--- src/rtl/riscv_dm_abstract_ctrl.sv ---
// riscv_dm_abstract_ctrl: abstract-command front end of the RISC-V debug module.
// Terminates DMI accesses to DATA, PROGBUF, ABSTRACTCS and COMMAND and
// sequences accepted access-register commands to the selected hart.
// Optional feature macro: RISCV_DM_AUTOEXEC_EN (ABSTRACTAUTO at 0x18 plus
// automatic re-issue of the last command on DATA/PROGBUF accesses).
module riscv_dm_abstract_ctrl #(
    parameter int unsigned DATACOUNT   = 2,
    parameter int unsigned PROGBUFSIZE = 8,
    parameter int unsigned XLEN        = 64
) (
    input  logic                                              clk_i,
    input  logic                                              rstn_i,
    input  logic                                              dmactive_i,
    input  logic                                              req_valid_i,
    output logic                                              req_ready_o,
    input  logic [1:0]                                        req_op_i,
    input  logic [6:0]                                        req_addr_i,
    input  logic [31:0]                                       req_data_i,
    output logic                                              resp_valid_o,
    output logic [1:0]                                        resp_op_o,
    output logic [31:0]                                       resp_data_o,
    input  logic                                              hart_halted_i,
    output logic                                              cmd_valid_o,
    input  logic                                              cmd_ready_i,
    output logic [31:0]                                       cmd_o,
    input  logic                                              cmd_done_i,
    input  logic                                              cmd_error_i,
    output logic [32*DATACOUNT-1:0]                           data_o,
    output logic [32*((PROGBUFSIZE > 0) ? PROGBUFSIZE : 1)-1:0] progbuf_o,
    input  logic                                              data_we_i,
    input  logic [3:0]                                        data_idx_i,
    input  logic [31:0]                                       data_wdata_i
);

    localparam int unsigned PBW         = (PROGBUFSIZE > 0) ? PROGBUFSIZE : 1;
    localparam logic [2:0]  MAX_AARSIZE = (XLEN == 64) ? 3'd3 : 3'd2;

    localparam logic [1:0]  OP_RD       = 2'd1;
    localparam logic [1:0]  OP_WR       = 2'd2;
    localparam logic [1:0]  RSP_SUCCESS = 2'd0;

    localparam logic [6:0]  A_DATA0     = 7'h04;
    localparam logic [6:0]  A_DATA_END  = 7'(4 + DATACOUNT);
    localparam logic [6:0]  A_ABSCS     = 7'h16;
    localparam logic [6:0]  A_COMMAND   = 7'h17;
    localparam logic [6:0]  A_PB0       = 7'h20;
    localparam logic [6:0]  A_PB_END    = 7'(32 + PROGBUFSIZE);

    localparam logic [2:0]  ERR_NONE    = 3'd0;
    localparam logic [2:0]  ERR_BUSY    = 3'd1;
    localparam logic [2:0]  ERR_NOTSUP  = 3'd2;
    localparam logic [2:0]  ERR_EXC     = 3'd3;
    localparam logic [2:0]  ERR_HALT    = 3'd4;

`ifdef RISCV_DM_AUTOEXEC_EN
    localparam logic [6:0]  A_AUTO      = 7'h18;
    localparam logic [11:0] AUTO_D_MASK = 12'((1 << DATACOUNT) - 1);
    localparam logic [15:0] AUTO_P_MASK = 16'((1 << PROGBUFSIZE) - 1);
`endif

    typedef enum logic [1:0] {
        S_IDLE,
        S_ISSUE,
        S_WAIT
    } state_t;

    state_t      r_state;
    logic [31:0] r_data [DATACOUNT];
    logic [31:0] r_progbuf [PBW];
    logic [2:0]  r_cmderr;
    logic [31:0] r_cmd;
    logic        r_cmd_valid;
    logic        r_resp_valid;
    logic [1:0]  r_resp_op;
    logic [31:0] r_resp_data;
`ifdef RISCV_DM_AUTOEXEC_EN
    logic [11:0] r_auto_data;
    logic [15:0] r_auto_pb;
`endif

    logic        w_busy;
    logic        w_acc;
    logic        w_rd;
    logic        w_wr;
    logic        w_hit_data;
    logic        w_hit_pb;
    logic        w_access;
    logic        w_cmd_wr;
    logic        w_auto_hit;
    logic        w_busy_err;
    logic        w_try;
    logic        w_launch;
    logic [6:0]  w_data_off;
    logic [6:0]  w_pb_off;
    logic [31:0] w_rdata;
    logic [31:0] w_try_word;
    logic [2:0]  w_chk;
    logic [2:0]  w_cmderr_nxt;

    // Access-register command legality; first failing rule decides the error
    function automatic logic [2:0] f_check(input logic [31:0] c, input logic halted);
        logic [2:0] e;
        if (c[31:24] != 8'h00)                      e = ERR_NOTSUP;
        else if ((c[22:20] > MAX_AARSIZE) || c[19]) e = ERR_NOTSUP;
        else if (c[18] && (PROGBUFSIZE == 0))       e = ERR_NOTSUP;
        else if (!halted)                           e = ERR_HALT;
        else                                        e = ERR_NONE;
        return e;
    endfunction

    // Response is a one-cycle pulse, so a new request can always be taken
    assign req_ready_o  = rstn_i;
    assign resp_valid_o = r_resp_valid;
    assign resp_op_o    = r_resp_op;
    assign resp_data_o  = r_resp_data;
    assign cmd_valid_o  = r_cmd_valid;
    assign cmd_o        = r_cmd;

    // Flatten register files onto the output buses
    always_comb begin
        data_o    = '0;
        progbuf_o = '0;
        for (int unsigned i = 0; i < DATACOUNT; i++) data_o[32*i +: 32] = r_data[i];
        for (int unsigned i = 0; i < PBW; i++)       progbuf_o[32*i +: 32] = r_progbuf[i];
    end

    // Request decode, busy/command checks and next cmderr
    always_comb begin
        w_busy     = (r_state != S_IDLE);
        w_acc      = req_valid_i && req_ready_o;
        w_rd       = w_acc && (req_op_i == OP_RD);
        w_wr       = w_acc && (req_op_i == OP_WR);
        w_data_off = req_addr_i - A_DATA0;
        w_pb_off   = req_addr_i - A_PB0;
        w_hit_data = (req_addr_i >= A_DATA0) && (req_addr_i < A_DATA_END);
        w_hit_pb   = (req_addr_i >= A_PB0) && (req_addr_i < A_PB_END);
        w_access   = (w_rd || w_wr) && (w_hit_data || w_hit_pb);
        w_cmd_wr   = w_wr && (req_addr_i == A_COMMAND);

        w_auto_hit = 1'b0;
`ifdef RISCV_DM_AUTOEXEC_EN
        for (int unsigned i = 0; i < DATACOUNT; i++)
            if (w_hit_data && (w_data_off == 7'(i)) && r_auto_data[i]) w_auto_hit = 1'b1;
        for (int unsigned i = 0; i < PROGBUFSIZE; i++)
            if (w_hit_pb && (w_pb_off == 7'(i)) && r_auto_pb[i]) w_auto_hit = 1'b1;
`endif

        w_busy_err = w_busy && (w_access || w_cmd_wr);
        w_try      = !w_busy && (w_cmd_wr || (w_access && w_auto_hit));
        w_try_word = w_cmd_wr ? req_data_i : r_cmd;
        w_chk      = f_check(w_try_word, hart_halted_i);
        w_launch   = w_try && (r_cmderr == ERR_NONE) && (w_chk == ERR_NONE);

        w_cmderr_nxt = r_cmderr;
        if (w_wr && (req_addr_i == A_ABSCS)) w_cmderr_nxt = r_cmderr & ~req_data_i[10:8];
        if (w_busy_err && (r_cmderr == ERR_NONE)) w_cmderr_nxt = ERR_BUSY;
        if (w_try && (r_cmderr == ERR_NONE) && (w_chk != ERR_NONE)) w_cmderr_nxt = w_chk;
        // Hart exception is applied last so it overrides a same-cycle DMI effect
        if ((r_state == S_WAIT) && cmd_done_i && cmd_error_i) w_cmderr_nxt = ERR_EXC;
    end

    // Read data mux, sampled from pre-update state
    always_comb begin
        w_rdata = '0;
        for (int unsigned i = 0; i < DATACOUNT; i++)
            if (w_hit_data && (w_data_off == 7'(i))) w_rdata = r_data[i];
        for (int unsigned i = 0; i < PROGBUFSIZE; i++)
            if (w_hit_pb && (w_pb_off == 7'(i))) w_rdata = r_progbuf[i];
        if (req_addr_i == A_ABSCS)
            w_rdata = {3'b000, 5'(PROGBUFSIZE), 11'b0, w_busy, 1'b0, r_cmderr,
                       4'b0000, 4'(DATACOUNT)};
`ifdef RISCV_DM_AUTOEXEC_EN
        if (req_addr_i == A_AUTO) w_rdata = {r_auto_pb, 4'b0000, r_auto_data};
`endif
    end

    // Register file, response pipeline and command sequencer
    always_ff @(posedge clk_i or negedge rstn_i) begin
        if (!rstn_i) begin
            r_state      <= S_IDLE;
            r_cmderr     <= ERR_NONE;
            r_cmd        <= '0;
            r_cmd_valid  <= 1'b0;
            r_resp_valid <= 1'b0;
            r_resp_op    <= RSP_SUCCESS;
            r_resp_data  <= '0;
            for (int unsigned i = 0; i < DATACOUNT; i++) r_data[i] <= '0;
            for (int unsigned i = 0; i < PBW; i++)       r_progbuf[i] <= '0;
`ifdef RISCV_DM_AUTOEXEC_EN
            r_auto_data  <= '0;
            r_auto_pb    <= '0;
`endif
        end else if (!dmactive_i) begin
            r_state      <= S_IDLE;
            r_cmderr     <= ERR_NONE;
            r_cmd        <= '0;
            r_cmd_valid  <= 1'b0;
            r_resp_valid <= w_acc;
            r_resp_op    <= RSP_SUCCESS;
            r_resp_data  <= '0;
            for (int unsigned i = 0; i < DATACOUNT; i++) r_data[i] <= '0;
            for (int unsigned i = 0; i < PBW; i++)       r_progbuf[i] <= '0;
`ifdef RISCV_DM_AUTOEXEC_EN
            r_auto_data  <= '0;
            r_auto_pb    <= '0;
`endif
        end else begin
            r_resp_valid <= w_acc;
            r_resp_op    <= RSP_SUCCESS;
            r_resp_data  <= w_rd ? w_rdata : '0;
            r_cmderr     <= w_cmderr_nxt;

            for (int unsigned i = 0; i < DATACOUNT; i++) begin
                if (data_we_i && (data_idx_i == 4'(i)))
                    r_data[i] <= data_wdata_i;
                else if (w_wr && w_hit_data && !w_busy && (w_data_off == 7'(i)))
                    r_data[i] <= req_data_i;
            end
            for (int unsigned i = 0; i < PROGBUFSIZE; i++)
                if (w_wr && w_hit_pb && !w_busy && (w_pb_off == 7'(i)))
                    r_progbuf[i] <= req_data_i;
`ifdef RISCV_DM_AUTOEXEC_EN
            if (w_wr && (req_addr_i == A_AUTO)) begin
                r_auto_data <= req_data_i[11:0] & AUTO_D_MASK;
                r_auto_pb   <= req_data_i[31:16] & AUTO_P_MASK;
            end
`endif

            case (r_state)
                S_IDLE: begin
                    if (w_launch) begin
                        r_cmd       <= w_try_word;
                        r_cmd_valid <= 1'b1;
                        r_state     <= S_ISSUE;
                    end
                end
                S_ISSUE: begin
                    if (cmd_ready_i) begin
                        r_cmd_valid <= 1'b0;
                        r_state     <= S_WAIT;
                    end
                end
                S_WAIT: begin
                    if (cmd_done_i) r_state <= S_IDLE;
                end
                default: r_state <= S_IDLE;
            endcase
        end
    end

endmodule

--- config.mk ---
export PLATFORM = sky130hd
export DESIGN_NAME = riscv_dm_abstract_ctrl
export DESIGN_NICKNAME = d
export VERILOG_FILES = /design/src/rtl/riscv_dm_abstract_ctrl.sv
export SDC_FILE = /design/constraint.sdc
export NUM_CORES = 1
export LEC_CHECK = 0
export ABC_AREA = 1
export CAP_MARGIN = 20
export CORE_MARGIN = 4
export CORE_UTILIZATION = 35
export DETAILED_ROUTE_END_ITERATION = 6
export HOLD_SLACK_MARGIN = 0.1
export PLACE_DENSITY = 0.74
export REMOVE_ABC_BUFFERS = 1
export SKIP_LAST_GASP = 1
export SYNTH_ARGS = -nofsm -noshare
export SYNTH_HDL_FRONTEND = slang
export SYNTH_SLANG_ARGS = --single-unit
--- constraint.sdc ---
create_clock -name clk_i -period 1.9 [get_ports clk_i]
set_clock_uncertainty 0.15 [all_clocks]
set_input_delay 0.19 -clock clk_i [delete_from_list [all_inputs] [get_ports clk_i]]
set_output_delay 0.19 -clock clk_i [all_outputs]
set_load 0.02 [all_outputs]
==> results of run 1 <==
## worst reg2reg max path, stage by stage, from the launching register on
cell and delay [ns]:
dfrtp_1 0.39, nor2_2 0.16, inv_2 0.07, nor2_4 0.13, inv_2 0.07, nor2_4 0.11
buf_12 0.12, buf_12 0.11, a31oi_4 0.14, buf_12 0.18, clkbuf_16 0.19, nand2_2 0.09
o21ai_2 0.05
## power groups by stage
stage               sequential, mW  clock (mW)  combinational [mW]
floorplan                     10.1           0               0.792
global placement              9.55           0                3.78
detailed placement            9.56           0                3.86
CTS                           9.40        8.48                3.61
global route                  9.51        8.82                4.13
finish                        9.45        8.40                3.92
## timing repair
| action | 4_1_cts | 5_1_grt |
|---|---|---|
| hold endpoints to repair | 396 | 0 |
| gates cloned | 7 | 17 |
| pin swaps | 17 | 35 |
| setup buffers | 26 | 31 |
| endpoints found under the setup margin | 746 | 326 |
| gates resized for setup | 435 | 257 |
| hold buffers | 3 | 0 |
## placed cells by master (no fill, tap or decap), drive strengths merged
master           n
a21oi           35
a31oi            3
and3             2
buf            274
bufbuf           1
bufinv           3
clkbuf          75
clkdlybuf4s15    1
clkdlybuf4s50   95
clkinv          11
conb             2
dfrtp          391
diode            9
dlygate4sd2    359
dlygate4sd3      3
dlymetal6s2s    10
ha               3
inv            184
mux2            49
nand2          692
nand3           73
nand3b           3
nand4           54
nor2           119
nor3             9
o2111ai          9
o211ai           1
o21ai          341
o21bai           8
o22ai           65
o31ai            1
or2              8
## final timing paths
path                       depth (start not counted)               startpoint                          to
min in group asynchronous                          3                   rstn_i  progbuf_o[131]$_DFFE_PN0P_
min                                                5              req_op_i[1]   resp_data_o[27]$_DFF_PN0_
max in group asynchronous                          4                   rstn_i   progbuf_o[39]$_DFFE_PN0P_
min reg2reg                                        2  cmd_valid_o$_DFFE_PN0P_     cmd_valid_o$_DFFE_PN0P_
max                                               12   r_state[1]$_DFFE_PN0P_  progbuf_o[245]$_DFFE_PN0P_
max reg2reg                                       12   r_state[1]$_DFFE_PN0P_  progbuf_o[245]$_DFFE_PN0P_
## sequential cells by signal, summed over array words and instances (netlist names)
| signal | flops |
|---|---|
| r_cmderr | 3 |
| data_o | 64 |
| progbuf_o | 256 |
| cmd_o | 32 |
| cmd_valid_o | 1 |
| resp_valid_o | 1 |
| r_state | 2 |
| resp_data_o | 32 |
## cells by family (layout without fill, tap and decap cells)
kind of cell    after synthesis  in the layout  share of synthesized area
simple gates                959            960                     0.2249
compound gates              463            463                     0.1403
flops                       391            391                     0.5351
buf+inv                     302           1016                    0.06733
mux                          49             49                    0.03018
fa+ha+maj                     3              3                   0.002053
other cells                   1             11                  0.0002051
## stage by stage
step	power, mW	TNS, ns	cell area (um^2)
2_1_floorplan	10.89	-385.70	17750
3_3_place_gp	13.33	-256.30	25710
3_5_place_dp	13.42	-280.59	25710
4_1_cts	21.49	-3.036	27350
5_1_grt	22.45	-31.34	28610
6_report	21.77	-16.53	28630
## routing by layer
layer / track usage / part of all wire
met1: 0.3876 / 0.39
met2: 0.4641 / 0.45
met3: 0.07862 / 0.11
met4: 0.1398 / 0.053
met5: 0 / 0.0011
## final cells by class
class	instances	area, um^2
sequential	391	9784
tap	680	850.8
antenna	9	22.52
clock inverter	14	156.4
clock buffer	59	1216
fill	4559	22880
multi-input combinational	1477	8107
timing repair buffer	759	7796
inverter	184	693.2
==> results.txt, run 1 <==
----------------------------------------------------
[STA]
  Post-layout min period ... 2.072 ns
  Endpoints failing setup ... around 220
  Unrepaired setup endpoints after global routing ... yes
  Highest clock frequency the design can meet ... roughly 0.48 GHz
  Remaining max-slew budget at the tightest pin ... 0.3604
  Portion of the clock cycle consumed by the worst path in the final layout ... 1.090
  Slew at the pin with the worst max-slew slack ... 0.9594 ns
  Final hold violation count ... 0
  Fin worst setup slack ... -0.1717 ns
  Final Max Tran Viols ... 0
  Hold Slack ... 0.08286 ns

[Synth]
  Post-Syn Instances ... around 2200
  Most used standard cell by instance count after synthesis ... nand2_1
  Fraction of synthesized cell area taken by the top area cell type ... 0.5351
  Synthesized cell area ... 18290 um^2
  Post-Synthesis Mean Instance Area ... 8.434 um^2
  #FFs+latches synth ... 391
  Ranking of synthesized cells by area ... dfrtp_1 54%, nand2_1 14%, o21ai_0 8.4%
  Area leader, netlist ... dfrtp_1
  Cell types with the highest counts after synthesis ... 687 x nand2_1, 391 x dfrtp_1, 306 x o21ai_0
  Predominant post-synthesis flop cell ... dfrtp_1
  Number of enable flip-flop cells after synthesis ... 0
  Sequential element share of the synthesized area ... 0.5351
  Yosys warning total ... 0
  Unique masters post-synth ... 42
  Async set-reset flop share out of synthesis ... 1.000

[GRT]
  Via count of the first global-routing pass ... 19260
  GRT Overall Usage ... 0.2974
  Pin count of the biggest net entering global routing ... roughly 150
  Number of antenna violations at the first check in global routing ... 16
  Sum of overflow across all layers after global routing ... 0
  First-pass GRT wire length ... ~130 mm

[Floorplan]
  Total core area ... between 50000 and 60000 um^2
  DIE AREA ... 55960 um^2
  Count of standard-cell rows ... 83
  Starting density of the core ... 0.3550
  Floorplan die height ... 236.6 um
  # IOs ... 475
  Die width ... 236.6 um

[CTS]
  Master cell of the clock root buffer ... clkbuf_16
  Clock input transition at the sequential cells of the worst setup and hold paths ... about 0.06 ns
  Maximum buffer depth of the clock tree ... 3
  Insertion delay to the later sink of the worst-skew pair ... between 0.5 and 0.6 ns
  Clock tree from TritonCTS ... done
  Number of buffers created by CTS ... between 40 and 50
  Level count of the clock H-tree ... 2
  Sinks on the clock net ... a little under 400

[Placement]
  DP Wirelength ... about 61 mm
  Number of I/O port buffers ... 472
  Routability congestion estimate ... 0.9091
  Setup slack at placement ... -1.034 ns
  Placed cell count ... 3412

[Routing]
  1st-iter DRT viols ... 2417
  Residual antenna-violating net count after detailed routing ... 0
  Remaining DRCs ... 0
  Detailed-route vias per instance ... 5.539
  Routed length per instance ... 25.66 um
  Total length of routed wires ... 91.70 mm
  Vias after detailed routing ... 19790
  Detailed-router iteration count before antenna repair ... 5

[Worst setup path]
  Maximum fanout along the worst path ... 7
  Cell type group with the largest total delay on the critical path ... buffers and inverters
  Reg2Reg Setup Slack ... -0.17 ns
  List of cells traversed by the critical path ... nor2_2 -> inv_2 -> nor2_4 -> inv_2 -> nor2_4 -> buf_12 -> buf_12 -> a31oi_4 -> buf_12 -> clkbuf_16 -> nand2_2 -> o21ai_2
  Critical path capture point type ... flop
  Kind of critical path ... flop to flop
  Worst-path cell with the longest stage delay ... dfrtp_1
  Delay of the slowest cell on the worst path ... between 0.3 and 0.4 ns
  CP dominant cell by count ... buf_12
  Kind of launch point of the worst setup path ... flop
  Required time at the worst-slack endpoint ... 2.20 ns
  Combined buffer and inverter count along the critical path ... 6
  Arr. time, crit path ... 2.37 ns

[Cells and area]
  Post-layout nets ... 2945
  Finished Core Util ... 0.5557
  Share of cells above drive strength 1 ... 0.2233
  Count of non-filler cells in the finished layout ... 3573
  Signed area change from the synthesized netlist to the final layout ... 56.56%

[Power and ir drop]
  Proportion of power drawn by combinational gates ... 0.180
  Clock share of power ... 0.386
  Net switching fraction of the power ... 0.3001
  Power share of the sequential group ... 0.434
  Internal power consumption ... between 15 and 20 mW
  Net load switching power ... between 6 and 7 mW
  Cell leakage power ... 14.71 nW
  PD cells ... about 760 nW/um^2
  Worst voltage drop across the vdd grid ... 0.5138 mV

[Run status]
  Failing checks ... setup timing
  Result of the run ... finished with violations

[Job]
  Max-cap check violation count ... 0

[Worst hold path]
  HP Class ... input port to flop

----------------------------------------------------
No activity file was read; power rests on OpenSTA's default activity.
==> run 2, diff against run 1 <==
Settings changed: CORE_UTILIZATION 35 to 45, PLACE_DENSITY 0.74 to 0.89.
==> results.txt, run 2 (synthesis results as in run 1) <==
----------------------------------------------------
[Run status]
  Result of the run ... finished with violations
  Failing checks ... DRC, setup timing

[Routing]
  Detailed-route vias per instance ... 6.063
  Detailed-router iteration count before antenna repair ... 7
  Vias after detailed routing ... 20630
  Routed length per instance ... around 27 um
  1st-iter DRT viols ... between 2000 and 2500
  Remaining DRCs ... 5
  Residual antenna-violating net count after detailed routing ... 0
  Total length of routed wires ... 91.90 mm

[Cells and area]
  Area of all placed cells without fillers ... 28700 um^2
  Finished Core Util ... 0.7189
  Signed area change from the synthesized netlist to the final layout ... 56.94%
  Most common cell after layout, fill and taps aside ... nand2_1
  Share of cells above drive strength 1 ... 0.2328
  Area of the multi-input gates ... 8407 um^2
  Highest-count cells in the layout ignoring fill and taps ... 596 x nand2_1, 391 x dfrtp_1, 338 x dlygate4sd2_1
  Reg area ... 9784 um^2
  Max FFs per register ... 256
  Post-layout nets ... between 2000 and 3000
  Filler cell count ... 2834

[Worst hold path]
  HP Class ... input port to flop
  Hold-critical path depth ... 5
  Hold wc startpoint ... req_op_i[1]

[Worst setup path]
  Combined buffer and inverter count along the critical path ... 6
  Cell type group with the largest total delay on the critical path ... buffers and inverters
  Launching instance or port of the critical path ... r_state[1]$_DFFE_PN0P_
  Reg-to-Reg Start ... r_state[1]$_DFFE_PN0P_
  Kind of launch point of the worst setup path ... flop
  Worst-path cell with the longest stage delay ... dfrtp_1
  List of cells traversed by the critical path ... nor2_2 -> inv_2 -> nor2_4 -> inv_2 -> nor2_4 -> buf_12 -> buf_6 -> a21oi_4 -> buf_6 -> clkbuf_16 -> nand2_1 -> o21ai_0
  Kind of critical path ... flop to flop
  Maximum fanout along the worst path ... 8
  Worst-case reg-to-reg path depth ... 12
  Required time at the worst-slack endpoint ... 2.20 ns
  Delay of the slowest cell on the worst path ... ~0.4 ns
  Critical path capture point type ... flop
  Crit path depth ... 12
  Arr. time, crit path ... 2.37 ns

[Floorplan]
  Die width ... about 210 um
  Total core area ... 39910 um^2
  Starting density of the core ... 0.4581
  Count of standard-cell rows ... 73
  # IOs ... 475
  Floorplan die height ... 209.6 um
  DIE AREA ... 43920 um^2

[Placement]
  Standard cell area after detailed placement ... 25530 um^2
  Number of I/O port buffers ... 472
  DP Wirelength ... 58.41 mm
  Routability congestion estimate ... 0.9931

[GRT]
  Sum of overflow across all layers after global routing ... 0
  GRT Overall Usage ... 0.3789
  Pin count of the biggest net entering global routing ... 134
  Via count of the first global-routing pass ... 20400
  First-pass GRT wire length ... 126.1 mm
  Number of antenna violations at the first check in global routing ... 7

[STA]
  Fin worst setup slack ... -0.1790 ns
  Slew at the pin with the worst max-slew slack ... 1.051 ns
  Portion of the clock cycle consumed by the worst path in the final layout ... 1.094
  Remaining max-slew budget at the tightest pin ... 0.2972
  Highest clock frequency the design can meet ... 0.4810 GHz
  Final Max Tran Viols ... 0
  Endpoints failing setup ... 338
  Final hold violation count ... 0
  Post-layout min period ... 2.079 ns
  Unrepaired setup endpoints after global routing ... yes

[CTS]
  Clock input transition at the sequential cells of the worst setup and hold paths ... ~0.07 ns
  Maximum buffer depth of the clock tree ... 3
  Insertion delay to the later sink of the worst-skew pair ... 0.58 ns
  Clock tree from TritonCTS ... done
  Number of buffers created by CTS ... 41
  Level count of the clock H-tree ... 2
  Master cell of the clock root buffer ... clkbuf_16
  Sinks on the clock net ... 391

[Power and ir drop]
  Worst voltage drop across the vdd grid ... between 0.6 and 0.7 mV
  Cell leakage power ... 14.90 nW
  Clock share of power ... 0.378
  PD cells ... 760.2 nW/um^2
  Power share of the sequential group ... 0.434
  Internal power consumption ... 15.20 mW
  Proportion of power drawn by combinational gates ... 0.189
  Net load switching power ... 6.618 mW
  Net switching fraction of the power ... 0.3034

[Job]
  Max-cap check violation count ... 0

----------------------------------------------------
-- run 2: cell types whose count changed in the layout (fill, tap and decap cells not counted), moves of 9 or more --
cell / before / now
dlymetal6s2s_1: 10 / 19
nand2_4: 28 / 41
mux2_4: 18 / 48
nand2_2: 34 / 54
o21ai_1: 39 / 54
mux2_2: 25 / 1
nand2_1: 630 / 596
dlygate4sd2_1: 359 / 338
clkdlybuf4s50_1: 95 / 107
o21ai_0: 245 / 227
buf_4: 168 / 157
-- run 2: path summary, 6_finish.rpt --
| kind | to | slack (ns) |
|---|---|---|
| hold reg to reg | cmd_valid_o$_DFFE_PN0P_ | 0.35 |
| min in group asynchronous | progbuf_o[128]$_DFFE_PN0P_ | 0.34 |
| setup reg to reg | progbuf_o[94]$_DFFE_PN0P_ | -0.18 |
| setup / recovery | progbuf_o[94]$_DFFE_PN0P_ | -0.18 |
| max in group asynchronous | progbuf_o[73]$_DFFE_PN0P_ | -0.04 |
| hold / removal | resp_data_o[1]$_DFF_PN0_ | 0.13 |
-- run 2: power groups by stage --
stage	Sequential [mW]	Combinational (mW)	Clock [mW]
after floorplan	10.1	0.792	0
after global routing	9.51	4.29	8.58
after CTS	9.39	3.74	8.22
after global placement	9.52	3.75	0
final	9.46	4.12	8.24
after detailed placement	9.54	3.84	0
-- run 2: worst min-delay path, cell delays in order --
cell and delay [ns]:
dlymetal6s2s_1 0.14, nor3_1 0.09, nand2_1 0.12, buf_4 0.18
a21oi_1 0.05
-- run 2: cell type report --
class / instances / share of cell area
sequential: 391 / 0.3410
clock inverter: 14 / 0.004927
antenna: 4 / 0.0003488
tap: 525 / 0.02289
timing repair buffer: 747 / 0.2711
clock buffer: 60 / 0.04247
inverter: 184 / 0.02437
multi-input combinational: 1478 / 0.2930
-- run 2: metrics by stage --
stage                     hold WS (ns)  cells  setup WS (ns)  setup TNS (ns)  power (mW)
after floorplan                -0.2556   2051         -1.655         -385.70       10.89
after global placement         0.08252   3254        -0.8606         -242.35       13.27
after detailed placement       0.08250   3254        -0.9250         -262.07       13.38
after CTS                       0.1272   3370       -0.09352          -3.331       21.36
after global routing            0.1541   3403        -0.2101          -54.70       22.38
final                           0.1311   3403        -0.1790          -26.17       21.82
-- run 2: routing by layer --
layer	vias up	wire length (um)	global-route usage
li1	8497	-	-
met1	9802	31880	0.4725
met2	1825	39440	0.5677
met3	506	12840	0.1229
met4	4	7706	0.2462
met5	-	26	0
-- run 2: what timing repair did --
item,in CTS,in global routing
endpoints found under the setup margin,724,493
pin swaps,16,30
hold buffers,4,1
resized for setup,472,315
endpoints found under the hold margin,401,352
setup buffers,26,19
cloned,13,14
